$ cat config.mk
export PLATFORM = sky130hd
export DESIGN_NAME = seq_magnitude_comparator
export DESIGN_NICKNAME = d
export VERILOG_FILES = /design/src/rtl/seq_magnitude_comparator.sv
export SDC_FILE = /design/constraint.sdc
export NUM_CORES = 1
export LEC_CHECK = 0
export ABC_AREA = 1
export CORE_ASPECT_RATIO = 1.75
export CORE_MARGIN = 8
export CORE_UTILIZATION = 55
export CTS_CLUSTER_DIAMETER = 150
export DETAILED_ROUTE_END_ITERATION = 6
export GPL_TIMING_DRIVEN = 1
export HOLD_SLACK_MARGIN = 0.05
export PLACE_DENSITY = 0.87
export SETUP_SLACK_MARGIN = 0.4
export SYNTH_ARGS = -nofsm -noshare
export SYNTH_HDL_FRONTEND = slang
export SYNTH_SLANG_ARGS = --single-unit
$ cat constraint.sdc
create_clock -name clock_i -period 4.95 [get_ports clock_i]
set_input_delay 1.2375 -clock clock_i [delete_from_list [all_inputs] [get_ports clock_i]]
set_output_delay 1.2375 -clock clock_i [all_outputs]
set_load 0.05 [all_outputs]
$ cat src/rtl/seq_magnitude_comparator.sv
// Multi-cycle magnitude comparator: walks the operands MSB-first, DIGIT bits per
// clock, through a cascaded equal/greater chain, with optional two's-complement order.
module seq_magnitude_comparator #(
    parameter int WIDTH = 32,
    parameter int DIGIT = 2
) (
    input  logic             clock_i,
    input  logic             reset_i,
    input  logic             start_i,
    input  logic             signed_mode_i,
    input  logic [WIDTH-1:0] a_i,
    input  logic [WIDTH-1:0] b_i,
    output logic             busy_o,
    output logic             done_o,
    output logic             eq_o,
    output logic             gt_o,
    output logic             lt_o
);

    localparam int N  = WIDTH / DIGIT;
    localparam int IW = (N > 1) ? $clog2(N) : 1;
    localparam logic [IW-1:0] TOP_IDX = IW'(N - 1);

    typedef enum logic [1:0] {
        S_IDLE,
        S_RUN,
        S_DONE
    } state_t;

    state_t           state_q, state_d;
    logic [WIDTH-1:0] a_q, a_d;
    logic [WIDTH-1:0] b_q, b_d;
    logic             sgn_q, sgn_d;
    logic [IW-1:0]    idx_q, idx_d;
    logic             eqc_q, eqc_d;
    logic             gtc_q, gtc_d;
    logic             eq_q, eq_d;
    logic             gt_q, gt_d;
    logic             lt_q, lt_d;

    logic [DIGIT-1:0] a_dig [N];
    logic [DIGIT-1:0] b_dig [N];
    logic [DIGIT-1:0] dig_a, dig_b;
    logic             deq, dgt;
    logic             eqc_new, gtc_new;

    generate
        for (genvar gi = 0; gi < N; gi++) begin : g_digit
            assign a_dig[gi] = a_q[gi*DIGIT +: DIGIT];
            assign b_dig[gi] = b_q[gi*DIGIT +: DIGIT];
        end
    endgenerate

    // Flipping the sign bit of the top digit maps two's-complement order onto unsigned order.
    always_comb begin
        dig_a = a_dig[idx_q];
        dig_b = b_dig[idx_q];
        if (sgn_q && (idx_q == TOP_IDX)) begin
            dig_a[DIGIT-1] = ~dig_a[DIGIT-1];
            dig_b[DIGIT-1] = ~dig_b[DIGIT-1];
        end
        deq = (dig_a == dig_b);
        dgt = (dig_a > dig_b);
    end

    always_comb begin
        state_d = state_q;
        a_d     = a_q;
        b_d     = b_q;
        sgn_d   = sgn_q;
        idx_d   = idx_q;
        eqc_d   = eqc_q;
        gtc_d   = gtc_q;
        eq_d    = eq_q;
        gt_d    = gt_q;
        lt_d    = lt_q;
        gtc_new = gtc_q | (eqc_q & dgt);
        eqc_new = eqc_q & deq;

        case (state_q)
            S_IDLE, S_DONE: begin
                if (start_i) begin
                    a_d     = a_i;
                    b_d     = b_i;
                    sgn_d   = signed_mode_i;
                    idx_d   = TOP_IDX;
                    eqc_d   = 1'b1;
                    gtc_d   = 1'b0;
                    state_d = S_RUN;
                end else if (state_q == S_DONE) begin
                    state_d = S_IDLE;
                end
            end
            S_RUN: begin
                gtc_d = gtc_new;
                eqc_d = eqc_new;
                // Stop at the first differing digit; lower digits cannot change the outcome.
                if (!eqc_new || (idx_q == '0)) begin
                    state_d = S_DONE;
                    eq_d    = eqc_new;
                    gt_d    = gtc_new;
                    lt_d    = ~eqc_new & ~gtc_new;
                end else begin
                    idx_d = idx_q - IW'(1);
                end
            end
            default: state_d = S_IDLE;
        endcase
    end

    always_ff @(posedge clock_i) begin
        if (!reset_i) begin
            state_q <= S_IDLE;
            a_q     <= '0;
            b_q     <= '0;
            sgn_q   <= 1'b0;
            idx_q   <= '0;
            eqc_q   <= 1'b0;
            gtc_q   <= 1'b0;
            eq_q    <= 1'b0;
            gt_q    <= 1'b0;
            lt_q    <= 1'b0;
        end else begin
            state_q <= state_d;
            a_q     <= a_d;
            b_q     <= b_d;
            sgn_q   <= sgn_d;
            idx_q   <= idx_d;
            eqc_q   <= eqc_d;
            gtc_q   <= gtc_d;
            eq_q    <= eq_d;
            gt_q    <= gt_d;
            lt_q    <= lt_d;
        end
    end

    assign busy_o = (state_q == S_RUN);
    assign done_o = (state_q == S_DONE);
    assign eq_o   = eq_q;
    assign gt_o   = gt_q;
    assign lt_o   = lt_q;

endmodule

Word-level counts from Yosys, hierarchy flattened
Index checks and enable logic that the tools add are counted.
Widths: inputs -> output; s select.
{"block": "word_totals", "inputBits": 68, "out_inout_bits": 5, "regBits": 76}
{"block": "op_classes", "add_sub_neg": 1, "eq_ne": 8, "n_reduce_logical": 12, "n_lt_le_gt_ge": 2, "mux": 19, "bitwise": 9}
{"cell": "$bmux 2 s4", "count": 2}
{"cell": "$mux 2", "count": 7}
{"cell": "$mux 4", "count": 2}
{"cell": "$pmux 4 s2", "count": 1}
{"cell": "$reduce_and 2->1", "count": 4}
{"cell": "$ge 5x5->1 const B", "count": 1}
{"cell": "$not 4->5", "count": 1}
{"cell": "$eq 4x4->1 const B", "count": 1}
{"cell": "$logic_not 4->1", "count": 1}
{"cell": "$mux 1", "count": 4}
{"cell": "$ne 2x2->1 const B", "count": 2}
{"cell": "$not 1->1", "count": 4}
{"cell": "$pmux 1 s2", "count": 2}
{"cell": "$pmux 2 s2", "count": 1}
{"cell": "$sub 4x1->4 const B", "count": 1}
{"cell": "$and 1x1->1", "count": 3}
{"cell": "$ne 3x3->1 const B", "count": 1}
{"cell": "$reduce_and 3->1", "count": 1}
{"cell": "$eq 2x1->1 const B", "count": 1}
{"cell": "$eq 2x2->1", "count": 1}
{"cell": "$eq 2x2->1 const B", "count": 1}
{"cell": "$gt 2x2->1", "count": 1}
{"cell": "$logic_not 2->1", "count": 1}
{"cell": "$ne 2x1->1 const B", "count": 1}
{"cell": "other kinds (6)", "count": 6}

Logic depth before layout (Yosys ltp)
Gate-level depths: netlist of the first run.
{"block": "logic_depth", "word_depth": 12, "ltp_mapped": 17, "depth_no_buf": 16}

Worst setup path after synthesis of the first run
OpenSTA, ideal clock, no wires.
{"block": "synth_path", "kind": "reg-to-output", "startpoint": "register state_q[1]", "endpoint": "output port done_o", "stages_incl_launch_ff": 3, "slack_ps": 2741, "required_time_ps": 3713, "arrival_time_ps": 972, "n_path_buf": 0, "path_cell_list": "dfxtp_1 -> inv_1 -> nor2_1"}
{"block": "synth_between", "elab_chain_len": 1}
{"element": "from (decl)", "line_no": "30", "text": "state_t state_q, state_d;"}
{"element": "from (signal assigned)", "line_no": "124", "text": "state_q <= state_d;"}
{"element": "$eq 2x2->1", "line_no": "138", "text": "assign done_o = (state_q == S_DONE);"}
{"element": "to (decl)", "line_no": "14", "text": "output logic done_o,"}
No other way between the ends.

Worst setup path in the final report of the first run
{"block": "layout_path", "startpoint": "register state_q[1]", "endpoint": "output port busy_o"}
{"block": "layout_between", "elab_chain_len": 1}
{"element": "$eq 2x1->1", "line_no": "137", "text": "assign busy_o = (state_q == S_RUN);"}
{"element": "to (decl)", "line_no": "13", "text": "output logic busy_o,"}
No other way between the ends.

==> results of run 1 <==
[cells by family (layout without fill, tap and decap cells)]
kind of cell | count (synthesis) | count (layout) | synth area share
buf+inv | 88 | 143 | 0.136
compound gates | 148 | 148 | 0.218
xor+xnor | 1 | 1 | 0.00247
fa+ha+maj | 4 | 4 | 0.0141
flops | 76 | 76 | 0.430
simple gates | 174 | 174 | 0.199
[worst paths after layout]
path | start | to
hold / removal | a_q[13] | a_q[13]
setup / recovery | state_q[1] | busy_o
setup reg to reg | idx_q[0] | idx_q[0]
hold reg to reg | a_q[13] | a_q[13]
[layer usage]
metal,track usage,share of wire
met5,0,0
met2,0.320,0.51
met3,0.0420,0.043
met4,0.0932,0.030
met1,0.191,0.41
[registers in the layout (all words and copies together), names as in the netlist, 2 cells and up]
signal / count
a_q: 32
b_q: 32
idx_q: 4
state_q: 2
[cell type report]
class                   count  area [sq um]  share of cell area
multi-input cells         327          1540               0.358
flip-flops and latches     76          1520               0.354
repair buffers             75           751               0.175
inverters                  53           206              0.0480
clock buffers              13           149              0.0346
well taps                  80           100              0.0233
clock inverters             2          35.0             0.00815
[Yosys cell counts]
cell	number	share of area
buf_6	10	0.032
inv_4	1	0.0018
xor2_1	1	0.0025
ha_1	4	0.014
nor2_1	73	0.077
inv_6	1	0.0025
nand2_1	62	0.066
buf_4	2	0.0042
clkbuf_1	10	0.011
or2_1	1	0.0018
nand3_1	35	0.049
o21ai_1	23	0.033
nand4_1	1	0.0018
o21ai_0	61	0.086
buf_12	3	0.017
or2_2	1	0.0018
a31oi_1	1	0.0018
a21oi_1	52	0.074
dfxtp_1	76	0.43
o211ai_1	7	0.015
o21ai_2	3	0.0074
buf_1	1	0.0011
o21bai_1	1	0.0021
buf_2	9	0.013
nor3_1	1	0.0014
inv_1	51	0.054
[through the flow]
step,power (mW),setup WS (ps),cells
5_1_grt,1.59,1570,626
3_5_place_dp,1.07,1940,611
3_3_place_gp,1.06,2020,611
2_1_floorplan,0.976,2740,491
4_1_cts,1.52,1880,626
6_report,1.51,1880,626
[power by group]
group | internal [mW] | switching (mW)
clock network | 0.244 | 0.205
registers | 0.668 | 0.0346
logic | 0.151 | 0.207
total | 1.06 | 0.446
[critical path: stages (launching register included)]
cell,delay [ps]
dfxtp_1,310
inv_1,60
nand2_1,90
inv_1,190
clkdlybuf4s50_1,840
==> results.cfg, run 1 <==
[status]
status = finished clean

[placed_design]
port-buffer-count = 72
place_congestion = 0.840
dpl.hpwl_um = 5680
dpl-instance-area_sq_um = 4120

[worst_hold_path]
min_path_type = reg2reg
hold_depth = 2

[synth]
yosysWarnings = 0
avgSynthCellArea_sq_um = 7.21
ys_types = 26
synth-seq-cells = 76
syn_nets = 563
synth_area_sq_um = 3540
synthCells = 491
yosysSeqAreaShare = 0.430

[finish]
final_nets = 614
drive_above_1_share = 0.0421
fin_area_sq_um = 4300
antennaDiodeCount = 0
mostFrequentLayoutCell = dfxtp_1
layout_common_cells = dfxtp_1 (76), nor2_1 (73), clkdlybuf4s50_1 (71)
syn2layout_area_growth_pct = 21.5
final_util = 0.690
num-fill-cells = 539

[timing]
rsz0062_at_grt = no
setup_violations = 0
fin_crit_ps = 3070
finalHoldViolCount = 0
slew_viol_final = 0
tightest_slew_ps = 994
fin_skew_ps = 10.6
fmax_mhz = 326
post-route-period-util = 0.619
tns_ps = 0
slew-limit-headroom = 0.337
whs_ps = 452

[clock_network]
cts.sink_count = 76
insertion_delay_ps = 340
cts.clk_slew.worst_paths_ps = 70
hold_buffers = 0
cts_buffer_depth = 2
postCtsSetupRepairBufs = 0
cts_tree = done
cts_inserted_buffers = 9
h-tree-depth = 3
ctsResizeCount = 0
clockRootBuffer = clkbuf_8

[detailed_routing]
drt_iter0_drc = 357
first_pass_iters = 4
routed_via_density = 5.20
routedWlPerCell_um = 13.2
detail-route-antenna-nets = 0
routed_wl_um = 8270
drc = 0
via_count = 3258

[critical_path]
r2r_cells = 15
critPathMaxFanout = 7
r2r_slack_ps = 1920
end_kind = output pin
start_kind = register
crit_required_ps = 3710
cp.arrival_ps = 1830
worstSetupPathType = reg2out

[die]
die_w_um = 76.6
rows = 38
dieArea_sq_um = 9360
io_pins = 73
core_sq_um = 6230
initial_core_util = 0.568
die_y_um = 122

[global_route]
grt_pass1_wl_um = 13900
grt_max_degree = 82
grt_use_total = 0.179
grt_pass1_vias = 3205
antenna_found_initial = 0
gr-total-overflow = 0

[pwr]
p_per_area_nw_per_um2 = 351
irDropWorstVdd_v = 0.000367
power.leakage_nw = 1.81

[flow_run]
max_cap_viol_count = 0
(Power assumes the default switching activity.)
==> inputs of run 2 (changes only) <==
CORE_UTILIZATION = 46   (was 55)
PLACE_DENSITY = 0.78   (was 0.87)
clock period = 2.52 ns   (was 4.95 ns; I/O delays follow)
==> results.cfg, run 2 (synthesis gave the netlist of run 1 again) <==
[clock_network]
cts_buffer_depth = 2
h-tree-depth = 3
hold_buffers = 0
cts.clk_slew.worst_paths_ps = 60
cts.sink_count = 76
insertion_delay_ps = 340
clockRootBuffer = clkbuf_16
cts_inserted_buffers = 9
cts_tree = done

[flow_run]
max_cap_viol_count = 0

[pwr]
p_per_area_nw_per_um2 = 744
irDropWorstVdd_v = 0.000512
power.leakage_nw = 2.10

[detailed_routing]
routedWlPerCell_um = 14.9
routed_wl_um = 9850
detail-route-antenna-nets = 0
via_count = 3431
drt_iter0_drc = 256
drc = 0
routed_via_density = 5.19
first_pass_iters = 5

[critical_path]
start_kind = register
crit_required_ps = 2800
end_kind = register
worstSetupPathType = reg2reg
path_cells = buf_6, buf_4, inv_6, nand2_1, nand3_1, nand3_2, nand3_2, nand2_1, nand2_1, nand2_2, ha_4, nand3_4, nor2_4, nand2_2, nand2_2, o21ai_1, a21oi_1
cp.arrival_ps = 2490
cp_slowest_stage_delay_ps = 350
crit_slowest_cell = dfxtp_4
r2r_cells = 17
critPathMaxFanout = 6

[die]
die_y_um = 132
die_w_um = 82.3
io_pins = 73
initial_core_util = 0.471
core_sq_um = 7510
dieArea_sq_um = 10900
rows = 42

[timing]
fin_skew_ps = 9.23
fin_crit_ps = 2220
tns_ps = 0
post-route-period-util = 0.879
slew_viol_final = 0
tightest_slew_ps = 507
fmax_mhz = 451
finalHoldViolCount = 0
slew-limit-headroom = 0.661
rsz0062_at_grt = yes
setup_violations = 0

[finish]
fin_cells = 661
drive_above_1_share = 0.178
mostFrequentLayoutCell = dfxtp_1
final_util = 0.664
antennaDiodeCount = 0
reg.largest.list = a_q (32), b_q (32), idx_q (4)
syn2layout_area_growth_pct = 40.9
final_nets = 640
layout_common_cells = dfxtp_1 (74), nor2_1 (72), clkdlybuf4s50_1 (68)

[placed_design]
dpl.hpwl_um = 6450
port-buffer-count = 72
place_congestion = 0.942
dp_cells = 630

[global_route]
grt_pass1_vias = 3233
gr-total-overflow = 0
grt_use_total = 0.172
grt_pass1_wl_um = 14600
grt_max_degree = 77
antenna_found_initial = 0

[worst_hold_path]
min_path_type = reg2reg
hold_depth = 2

[status]
status = finished clean
-- run 2: cell count changes in the layout (fill, tap and decap cells not counted), sizes merged --
cell | previous run | this run
clkdlybuf4s50 | 71 | 68
dlygate4sd2 | 0 | 1
clkinvlp | 0 | 3
clkinv | 1 | 2
clkdlybuf4s15 | 0 | 1
clkbuf | 13 | 15
buf | 4 | 23
inv | 53 | 55
dlymetal6s2s | 0 | 1
-- run 2: path summary, 6_finish.rpt --
check	start	to	slack, ps
setup / recovery	idx_q[0]	idx_q[3]	300
hold / removal	eq_o	eq_o	450
setup reg to reg	idx_q[0]	idx_q[3]	300
hold reg to reg	eq_o	eq_o	450
-- run 2: final cells by class --
| cell class | count | area, sq um |
|---|---|---|
| Sequential cell | 76 | 1530 |
| Timing Repair Buffer | 98 | 1030 |
| Multi-Input combinational cell | 327 | 1760 |
| Tap cell | 88 | 110 |
| Timing Repair inverter | 3 | 26.3 |
| Fill cell | 614 | 2530 |
| Inverter | 53 | 220 |
| Clock buffer | 11 | 253 |
| Clock inverter | 5 | 58.8 |
-- run 2: routing by layer --
layer	share of wire	vias to the layer above	global-route usage
met3	0.053	19	0.0417
met4	0.024	0	0.0796
met5	0	-	0
met1	0.39	1555	0.189
met2	0.53	100	0.293
li1	-	1757	-
-- run 2: stage by stage --
step / total power, mW / instance area, sq um / setup WS [ps] / hold slack, ps
after floorplan: 1.92 / 3540 / 507 / 424
after global placement: 2.13 / 4220 / 337 / 442
after detailed placement: 2.15 / 4220 / 269 / 442
after CTS: 3.49 / 4570 / 411 / 450
after global routing: 3.88 / 4990 / 125 / 477
final: 3.71 / 4990 / 305 / 450
-- run 2: timing repair --
action | 4_1_cts | 5_1_grt
pin swaps | 2 | 26
buffers inserted | 0 | 8
gates cloned | 0 | 7
resized for setup | 11 | 67
endpoints found under the setup margin | 10 | 11
hold endpoints to repair | 0 | 0
-- run 2: power breakdown --
group          total [mW]  internal (mW)  switching (mW)
clock network        1.32          0.821           0.503
logic                1.02          0.454           0.561
registers            1.37           1.31          0.0570
-- run 2: worst max-delay path: cells and delay by family (launching register included) --
kind | cells | cell delay, ps
buffers and inverters | 3 | 360
adder cells (fa/ha/maj) | 1 | 290
AND/OR/NAND/NOR | 11 | 960
AO/OA/AOI/OAI | 2 | 190
flip-flops | 1 | 350
